$ cat src/rtl/mux4_rr_arbiter.sv
// Round-robin arbiter driving a shared 4:1 data mux onto a valid/ready port.
// Grants are burst-bounded to MAX_BURST beats with one idle bubble between grants.
module mux4_rr_arbiter #(
    parameter int WIDTH     = 8,
    parameter int MAX_BURST = 4
) (
    input  logic             clk,
    input  logic             rst,
    input  logic [3:0]       req,
    input  logic [WIDTH-1:0] in0,
    input  logic [WIDTH-1:0] in1,
    input  logic [WIDTH-1:0] in2,
    input  logic [WIDTH-1:0] in3,
    input  logic             out_ready,
    output logic             out_valid,
    output logic [WIDTH-1:0] out_data,
    output logic [1:0]       sel,
    output logic [3:0]       ack,
    output logic             busy
);

    typedef enum logic {
        IDLE,
        GRANT
    } state_e;

    localparam logic [7:0] MAX_BURST_C = 8'(MAX_BURST);

    state_e     state_q, state_d;
    logic [1:0] sel_q, sel_d;
    logic [1:0] last_q, last_d;
    logic [7:0] beat_cnt_q, beat_cnt_d;
    logic [1:0] winner;
    logic [1:0] cand;
    logic       xfer;

    // Scan from farthest to nearest so the channel right after last_q wins.
    always_comb begin
        winner = last_q + 2'd1;
        cand   = last_q;
        for (int k = 4; k >= 1; k--) begin
            cand = last_q + 2'(k);
            if (req[cand]) begin
                winner = cand;
            end
        end
    end

    assign sel       = sel_q;
    assign busy      = (state_q == GRANT);
    assign out_valid = busy & req[sel_q];
    assign xfer      = out_valid & out_ready;
    assign ack       = xfer ? (4'b0001 << sel_q) : 4'b0000;

    always_comb begin
        unique case (sel_q)
            2'd0:    out_data = in0;
            2'd1:    out_data = in1;
            2'd2:    out_data = in2;
            default: out_data = in3;
        endcase
    end

    // NOTE: every next-state signal gets a hold default first so no path leaves it unassigned (no latch).
    always_comb begin
        state_d    = state_q;
        sel_d      = sel_q;
        last_d     = last_q;
        beat_cnt_d = beat_cnt_q;
        unique case (state_q)
            IDLE: begin
                if (req != 4'b0000) begin
                    state_d    = GRANT;
                    sel_d      = winner;
                    last_d     = winner;
                    beat_cnt_d = 8'd0;
                end
            end
            GRANT: begin
                if (!req[sel_q]) begin
                    state_d = IDLE;
                end else if (xfer) begin
                    beat_cnt_d = beat_cnt_q + 8'd1;
                    if (beat_cnt_q + 8'd1 == MAX_BURST_C) begin
                        state_d = IDLE;
                    end
                end
            end
            default: state_d = IDLE;
        endcase
    end

    // NOTE: state registers use non-blocking assignments so all flops update from pre-edge values.
    always_ff @(posedge clk) begin
        if (rst) begin
            state_q    <= IDLE;
            sel_q      <= 2'd0;
            last_q     <= 2'd3;
            beat_cnt_q <= 8'd0;
        end else begin
            state_q    <= state_d;
            sel_q      <= sel_d;
            last_q     <= last_d;
            beat_cnt_q <= beat_cnt_d;
        end
    end

endmodule

$ cat config.mk
export PLATFORM = sky130hd
export DESIGN_NAME = mux4_rr_arbiter
export DESIGN_NICKNAME = d
export VERILOG_FILES = /design/src/rtl/mux4_rr_arbiter.sv
export SDC_FILE = /design/constraint.sdc
export NUM_CORES = 1
export LEC_CHECK = 0
export CAP_MARGIN = 20
export CORE_MARGIN = 2
export CORE_UTILIZATION = 38
export DETAILED_ROUTE_END_ITERATION = 7
export PLACE_DENSITY = 0.79
export SETUP_SLACK_MARGIN = 0.15
export SLEW_MARGIN = 20
export SYNTH_ARGS = -nofsm -noshare
export SYNTH_HDL_FRONTEND = slang
export SYNTH_SLANG_ARGS = --single-unit
$ cat constraint.sdc
create_clock -name clk -period 1.9 [get_ports clk]
set_input_delay 0.57 -clock clk [delete_from_list [all_inputs] [get_ports clk]]
set_output_delay 0.57 -clock clk [all_outputs]
set_load 0.005 [all_outputs]
==> flow_summary_export.csv, run 1 <==
group,metric,value,unit
timing,grt_setup_unrepaired,"true",
setup_path,crit_top_cell,"buf_6",
yosys,syn_nets,151,
floorplan,dieArea,0.002982,mm^2
yosys,synth-edff-count,0,
setup_path,worstSetupPathType,"register to primary output",
yosys,synthDistinctLibCells,36,
yosys,ys_seq_area_share,26.74,%
yosys,ys_warn_count,0,
detailed_routing,avgViaCountPerCell,5.630,
setup_path,slowest_delay,0.54,ns
yosys,syn_area,973.4,um^2
cells_and_area,area.growth.synth_to_final,87.15,%
place,pre_cts_ws,-0.8635,ns
outcome,outcome,"finished with violations",
detailed_routing,vias,1295,
yosys,yosys.area.top_type,"dfxtp_1",
cells_and_area,final_core_util,74.21,%
outcome,violations,"negative setup slack",
global_routing,met2_usage,48.41,%
timing,worst_pin_slew,0.3368,ns
timing,slew_headroom,77.46,%
yosys,synth_cells,111,
setup_path,worstPathRequired,1.33,ns
cells_and_area,diodes,0,
setup_path,cp_max_fo,3,
place,place_congestion,0.8210,
cts,ctsHtreeMaxLevel,1,
cts,numClockSinks,13,
place,io_buffers,54,
setup_path,end_kind,"primary output",
min_path,hold_class,"register to register",
cells_and_area,nNetsFinal,241,
timing,drv_slew,0,
setup_path,cp_cell_sequence,"mux4_2 -> buf_6 -> and2_4 -> buf_6",
global_routing,gr-total-overflow,0,
global_routing,top_usage_layer,"met2",
global_routing,antenna_found_initial,0,
setup_path,critPathTopFamily,"multiplexers",
timing,hold_violations,0,
yosys,synthTopCellsByArea,"dfxtp_1 27%, mux4_2 16%, mux4_1 5.4%",
detailed_routing,drc,0,
run,maxCapViolations,0,
cts,path_clk_slew,0.08,ns
global_routing,grt_pass1_wl,5147,um
floorplan,start_util,39.65,%
setup_path,crit_buf_inv,2,
floorplan,die_y,54.61,um
global_routing,grt_use_met1,24.49,%
floorplan,num_rows,18,
timing,fin_crit,2.157,ns
setup_path,start_kind,"register",
timing,timing.final.crit_share,113.5,%
power,finalPower,1052,uW
yosys,async_flop_share,0,%
yosys,synth_seq_cells,13,
global_routing,grt_usage,24.17,%
yosys,ys.flop_type,"dfxtp_1",
setup_path,cp_slowest_cell,"mux4_2",
setup_path,arrival,1.59,ns
timing,fmax,0.4635,GHz
global_routing,grt_max_degree,14,
cts,cts_max_path_buffers,2,
detailed_routing,routedWlPerCell,15.84,um
cts,numCtsBuffers,3,
detailed_routing,wirelength,3644,um
timing,setup_slack,-0.2574,ns
power,ir_worst_vdd,0.4914,mV
timing,skew,0.003950,ns
cells_and_area,drive_gt1_share,42.50,%
detailed_routing,drtPass1Iterations,4,
yosys,avgSynthCellArea,8.770,um^2
cts,insertion_delay,0.28,ns
global_routing,met3_usage,5.191,%
floorplan,die_x,54.61,um
timing,finalSetupTns,-1.769,ns
power,p_leak,0.0007994,uW
timing,setup_violations,11,
detailed_routing,dr.first_iter.drc_count,28,
floorplan,coreArea,0.002455,mm^2
power,p_per_area,577.5,mW/mm^2
cells_and_area,fillCellCount,198,
timing,whs,0.4979,ns
floorplan,ioPinCount,55,
global_routing,grt_pass1_vias,1198,
detailed_routing,ant_nets,0,
cts,tritoncts,"done",
place,dp_hpwl,2642,um
yosys,yosysTopAreaCellShare,26.74,%
cts,root_buffer,"clkbuf_4",
## placed cells by master (no fill, tap or decap), types with 2 or more instances in the layout
master and count:
a31oi_1 3, dfxtp_1 9, dlygate4sd2_1 31, nor3_1 2, buf_4 23, nand3_1 4
xor2_1 2, nor2_1 13, o21ai_1 10, clkdlybuf4s15_1 4, inv_1 2, nand4_1 4
clkbuf_4 3, buf_2 16, mux4_2 9, dfxtp_4 2, buf_6 13, o21ai_0 2
dfxtp_2 2, a21oi_1 4, nor3_4 2, nand2_1 10
## final cells by class
type / instances / area [um^2] / share of cell area [%]
well taps: 30 / 37.54 / 2.060
multi-input cells: 91 / 740.7 / 40.66
flip-flops and latches: 13 / 270.3 / 14.84
repair buffers: 89 / 735.7 / 40.38
clock buffers: 4 / 26.28 / 1.442
inverters: 3 / 11.26 / 0.6181
## per-stage QoR
step	instances	instance area [um^2]
after floorplan	111	983.4
after global placement	213	1707
after detailed placement	213	1707
after CTS	227	1743
after global routing	230	1822
final	230	1822
## cells by family (layout without fill, tap and decap cells)
family                   Yosys count  in the layout  synth area share (%)
AND/OR/NAND/NOR                   53             53                 30.08
flip-flops                        13             13                 26.74
XOR/XNOR                           3              3                 2.700
buffers and inverters              7             96                 2.957
adder cells (fa/ha/maj)            1              1                 1.285
multiplexers                       9              9                 21.59
AO/OA/AOI/OAI                     25             25                 14.65
## power by group
group / switching (uW) / internal (uW) / leakage [uW] / total (uW)
Combinational: 208 / 339 / 0.000677 / 547
Sequential: 35.3 / 294 / 0.000107 / 330
Clock: 94.0 / 81.7 / 0.0000150 / 176
Total: 337 / 715 / 0.000799 / 1050
## worst register-to-register path: cells and delay by family, from the launching register on
family	cells	cell delay, ns
AO/OA/AOI/OAI	2	0.18
buffers and inverters	2	0.27
flip-flops	1	0.38
AND/OR/NAND/NOR	2	0.39
multiplexers	1	0.54
## worst paths after layout
| kind | from | endpoint | slack (ns) | depth (start not counted) |
|---|---|---|---|---|
| worst max-delay path | sel[0]$_SDFFE_PP0P_ | out_valid | -0.26 | 4 |
| worst min-delay path | beat_cnt_q[0]$_SDFFE_PP0P_ | beat_cnt_q[0]$_SDFFE_PP0P_ | 0.50 | 2 |
| worst min register to register | beat_cnt_q[0]$_SDFFE_PP0P_ | beat_cnt_q[0]$_SDFFE_PP0P_ | 0.50 | 2 |
| worst max register to register | sel[0]$_SDFFE_PP0P_ | beat_cnt_q[5]$_SDFFE_PP0P_ | 0.07 | 7 |
## synth_stat cells (2+ instances only)
cell and instances:
nor2_1 14, dfxtp_1 13, nand2_1 10, mux4_2 7
o21ai_1 7, nand3_1 6, a21oi_1 5, o21ai_0 5
nand4_1 4, nor3_1 4, a31oi_1 3, inv_1 3
xor2_1 3, buf_2 2, clkbuf_1 2, mux4_1 2
nor3b_1 2
## registers in the layout (all words and copies together) (netlist names)
register / count
beat_cnt_q: 8
last_q: 2
sel: 2
busy: 1
## metal layers
layer  vias up  share of wire, %  wire (um)
met5         -                 0          0
met4         0              0.99         36
met3         5                11        417
met2        75                53       1929
met1       608                35       1260
li1        607                 -          -
## timing repair
item | in CTS | in global routing
endpoints found under the setup margin | 29 | 22
gates resized for setup | 130 | 16
setup buffers | 10 | 3
cloned | 0 | 0
hold buffers | 0 | 0
pin swaps | 10 | 7
(Power assumes the default switching activity.)
==> inputs of run 2 (changes only) <==
==> constraint.sdc (replaced) <==
create_clock -name clk -period 1.9 [get_ports clk]
set_input_delay 0.57 -clock clk [delete_from_list [all_inputs] [get_ports clk]]
set_output_delay 0.57 -clock clk [all_outputs]
set_load 0.1 [all_outputs]
==> run 2 against run 1 <==
Net effect: clock power about the same; wire length decreased by 4.7%; worst setup slack worse by 0.017 ns; total power rose by 45%; register-to-register slack gained 0.11 ns; the flow still finishes with violations (negative setup slack); die area is the same; sequential share of layout area down 0.70 points; combinational power rose by 85%; utilization rose by 4.4 points; hold slack worse by 0.00088 ns; via count down 2.9%.
==> flow_summary_export.csv, run 2 (synthesis gave the netlist of run 1 again) <==
group,metric,value,unit
outcome,violations,"negative setup slack",
place,io_buffers,54,
timing,slew_headroom,79.12,%
setup_path,reg2reg_from,"sel[0]$_SDFFE_PP0P_",
outcome,outcome,"finished with violations",
power,ir_worst_vdd,0.6990,mV
power,p_per_area,789.5,mW/mm^2
timing,hold_violations,0,
floorplan,die_x,54.61,um
setup_path,start_kind,"register",
cts,ctsHtreeMaxLevel,1,
floorplan,num_rows,18,
floorplan,start_util,39.65,%
detailed_routing,drc,0,
floorplan,dieArea,0.002982,mm^2
min_path,hold_class,"register to register",
timing,timing.final.crit_share,114.4,%
cells_and_area,instances_no_fill,220,
detailed_routing,dr.first_iter.drc_count,42,
power,finalPower,1523,uW
power,p_comb_share,66.5,%
power,seqPwrFrac,22.0,%
setup_path,cp_max_fo,4,
setup_path,startpoint,"sel[0]$_SDFFE_PP0P_",
timing,skew,0.005780,ns
detailed_routing,routedWlPerCell,15.79,um
cells_and_area,drive_gt1_share,38.42,%
timing,fmax,0.4599,GHz
place,pre_cts_ws,-0.6507,ns
power,p_leak,0.0007974,uW
timing,worst_pin_slew,0.3090,ns
power,swShare,47.10,%
global_routing,met3_usage,9.836,%
global_routing,grt_pass1_vias,1211,
place,dp.cells,211,
place,dp_hpwl,2786,um
setup_path,worstSetupPathType,"register to primary output",
cts,root_buffer,"clkbuf_4",
detailed_routing,avgViaCountPerCell,5.718,
detailed_routing,vias,1258,
cts,insertion_delay,0.29,ns
detailed_routing,ant_nets,0,
setup_path,r2r-end,"beat_cnt_q[5]$_SDFFE_PP0P_",
power,p_sw,717.4,uW
cells_and_area,layout_commonest_cell,"dlygate4sd2_1",
cells_and_area,largest_reg_flops,8,
global_routing,grt_max_degree,14,
cts,numClockSinks,13,
timing,fin_crit,2.174,ns
setup_path,worstPathRequired,1.33,ns
floorplan,coreArea,0.002455,mm^2
timing,setup_slack,-0.2745,ns
setup_path,end_kind,"primary output",
floorplan,ioPinCount,55,
timing,setup_violations,12,
timing,grt_setup_unrepaired,"true",
cts,tritoncts,"done",
cells_and_area,layout_common_cells,"29 x dlygate4sd2_1, 23 x buf_4, 16 x buf_12, 13 x nor2_1, 10 x nand2_1",
cts,postCtsHoldBufs,0,
detailed_routing,wirelength,3474,um
global_routing,met2_usage,46.23,%
cts,numCtsBuffers,3,
cells_and_area,area.growth.synth_to_final,98.20,%
cells_and_area,top_register,"beat_cnt_q",
detailed_routing,drtPass1Iterations,4,
cells_and_area,nNetsFinal,231,
global_routing,top_usage_layer,"met2",
global_routing,grt_use_met1,28.64,%
cells_and_area,diodes,0,
cts,path_clk_slew,0.08,ns
cts,cts_max_path_buffers,2,
global_routing,grt_pass1_wl,5568,um
global_routing,gr-total-overflow,0,
place,place_congestion,0.8809,
floorplan,die_y,54.61,um
setup_path,endpoint,"ack[2]",
global_routing,grt_usage,26.14,%
global_routing,antenna_found_initial,0,
timing,drv_slew,0,
power,clockPowerShare,11.5,%
setup_path,reg2reg_slack,0.18,ns
setup_path,arrival,1.60,ns
power,intPower,805.8,uW
run,maxCapViolations,0,
setup_path,r2r_cells,5,
run 2: worst min-delay path by stage:
stage / slack (ns) / from / to / depth (start not counted)
after global routing: 0.53 / beat_cnt_q[6]$_SDFFE_PP0P_ / beat_cnt_q[6]$_SDFFE_PP0P_ / 1
after floorplan: 0.45 / beat_cnt_q[6]$_SDFFE_PP0P_ / beat_cnt_q[6]$_SDFFE_PP0P_ / 1
after global placement: 0.47 / beat_cnt_q[1]$_SDFFE_PP0P_ / beat_cnt_q[1]$_SDFFE_PP0P_ / 2
final: 0.50 / beat_cnt_q[7]$_SDFFE_PP0P_ / beat_cnt_q[7]$_SDFFE_PP0P_ / 2
after detailed placement: 0.48 / beat_cnt_q[6]$_SDFFE_PP0P_ / beat_cnt_q[6]$_SDFFE_PP0P_ / 1
after CTS: 0.50 / beat_cnt_q[6]$_SDFFE_PP0P_ / beat_cnt_q[6]$_SDFFE_PP0P_ / 1
run 2: timing repair:
item	in CTS	in global routing
setup endpoints to repair	26	16
pin swaps	3	11
gates resized for setup	58	3
setup buffers	2	3
run 2: power groups by stage:
stage	combinational, uW	clock, uW	sequential [uW]
2_1_floorplan	537	0	393
4_1_cts	1000	179	335
3_5_place_dp	1000	0	341
6_report	1010	176	334
3_3_place_gp	992	0	338
5_1_grt	1050	202	342
run 2: cell type report:
cell class / count / area (um^2)
Sequential cell: 13 / 272.8
Multi-Input combinational cell: 91 / 742.0
Inverter: 3 / 11.26
Tap cell: 30 / 37.54
Timing Repair Buffer: 79 / 839.6
Clock buffer: 4 / 26.28
Fill cell: 171 / 525.5
run 2: stage by stage:
step	cell area [um^2]	setup TNS (ns)	hold WS (ns)	util (%)
2_1_floorplan	1047	-3.913	0.4510	-
3_3_place_gp	1914	-8.874	0.4743	77.98
3_5_place_dp	1914	-9.700	0.4814	77.98
4_1_cts	1902	-3.141	0.4977	77.47
5_1_grt	1929	-3.397	0.5280	78.59
6_report	1929	-2.560	0.4970	78.59
run 2: layer usage:
metal	vias to the layer above	share of wire (%)
li1	589	-
met1	591	33
met2	71	54
met3	7	12
met4	0	1.2
met5	-	0
run 2: worst max-delay path, cell delays in order, from the launching register on:
cell and delay, ns:
dfxtp_4 0.36, mux4_2 0.41, nand3_4 0.12, nor3b_4 0.22, buf_12 0.20
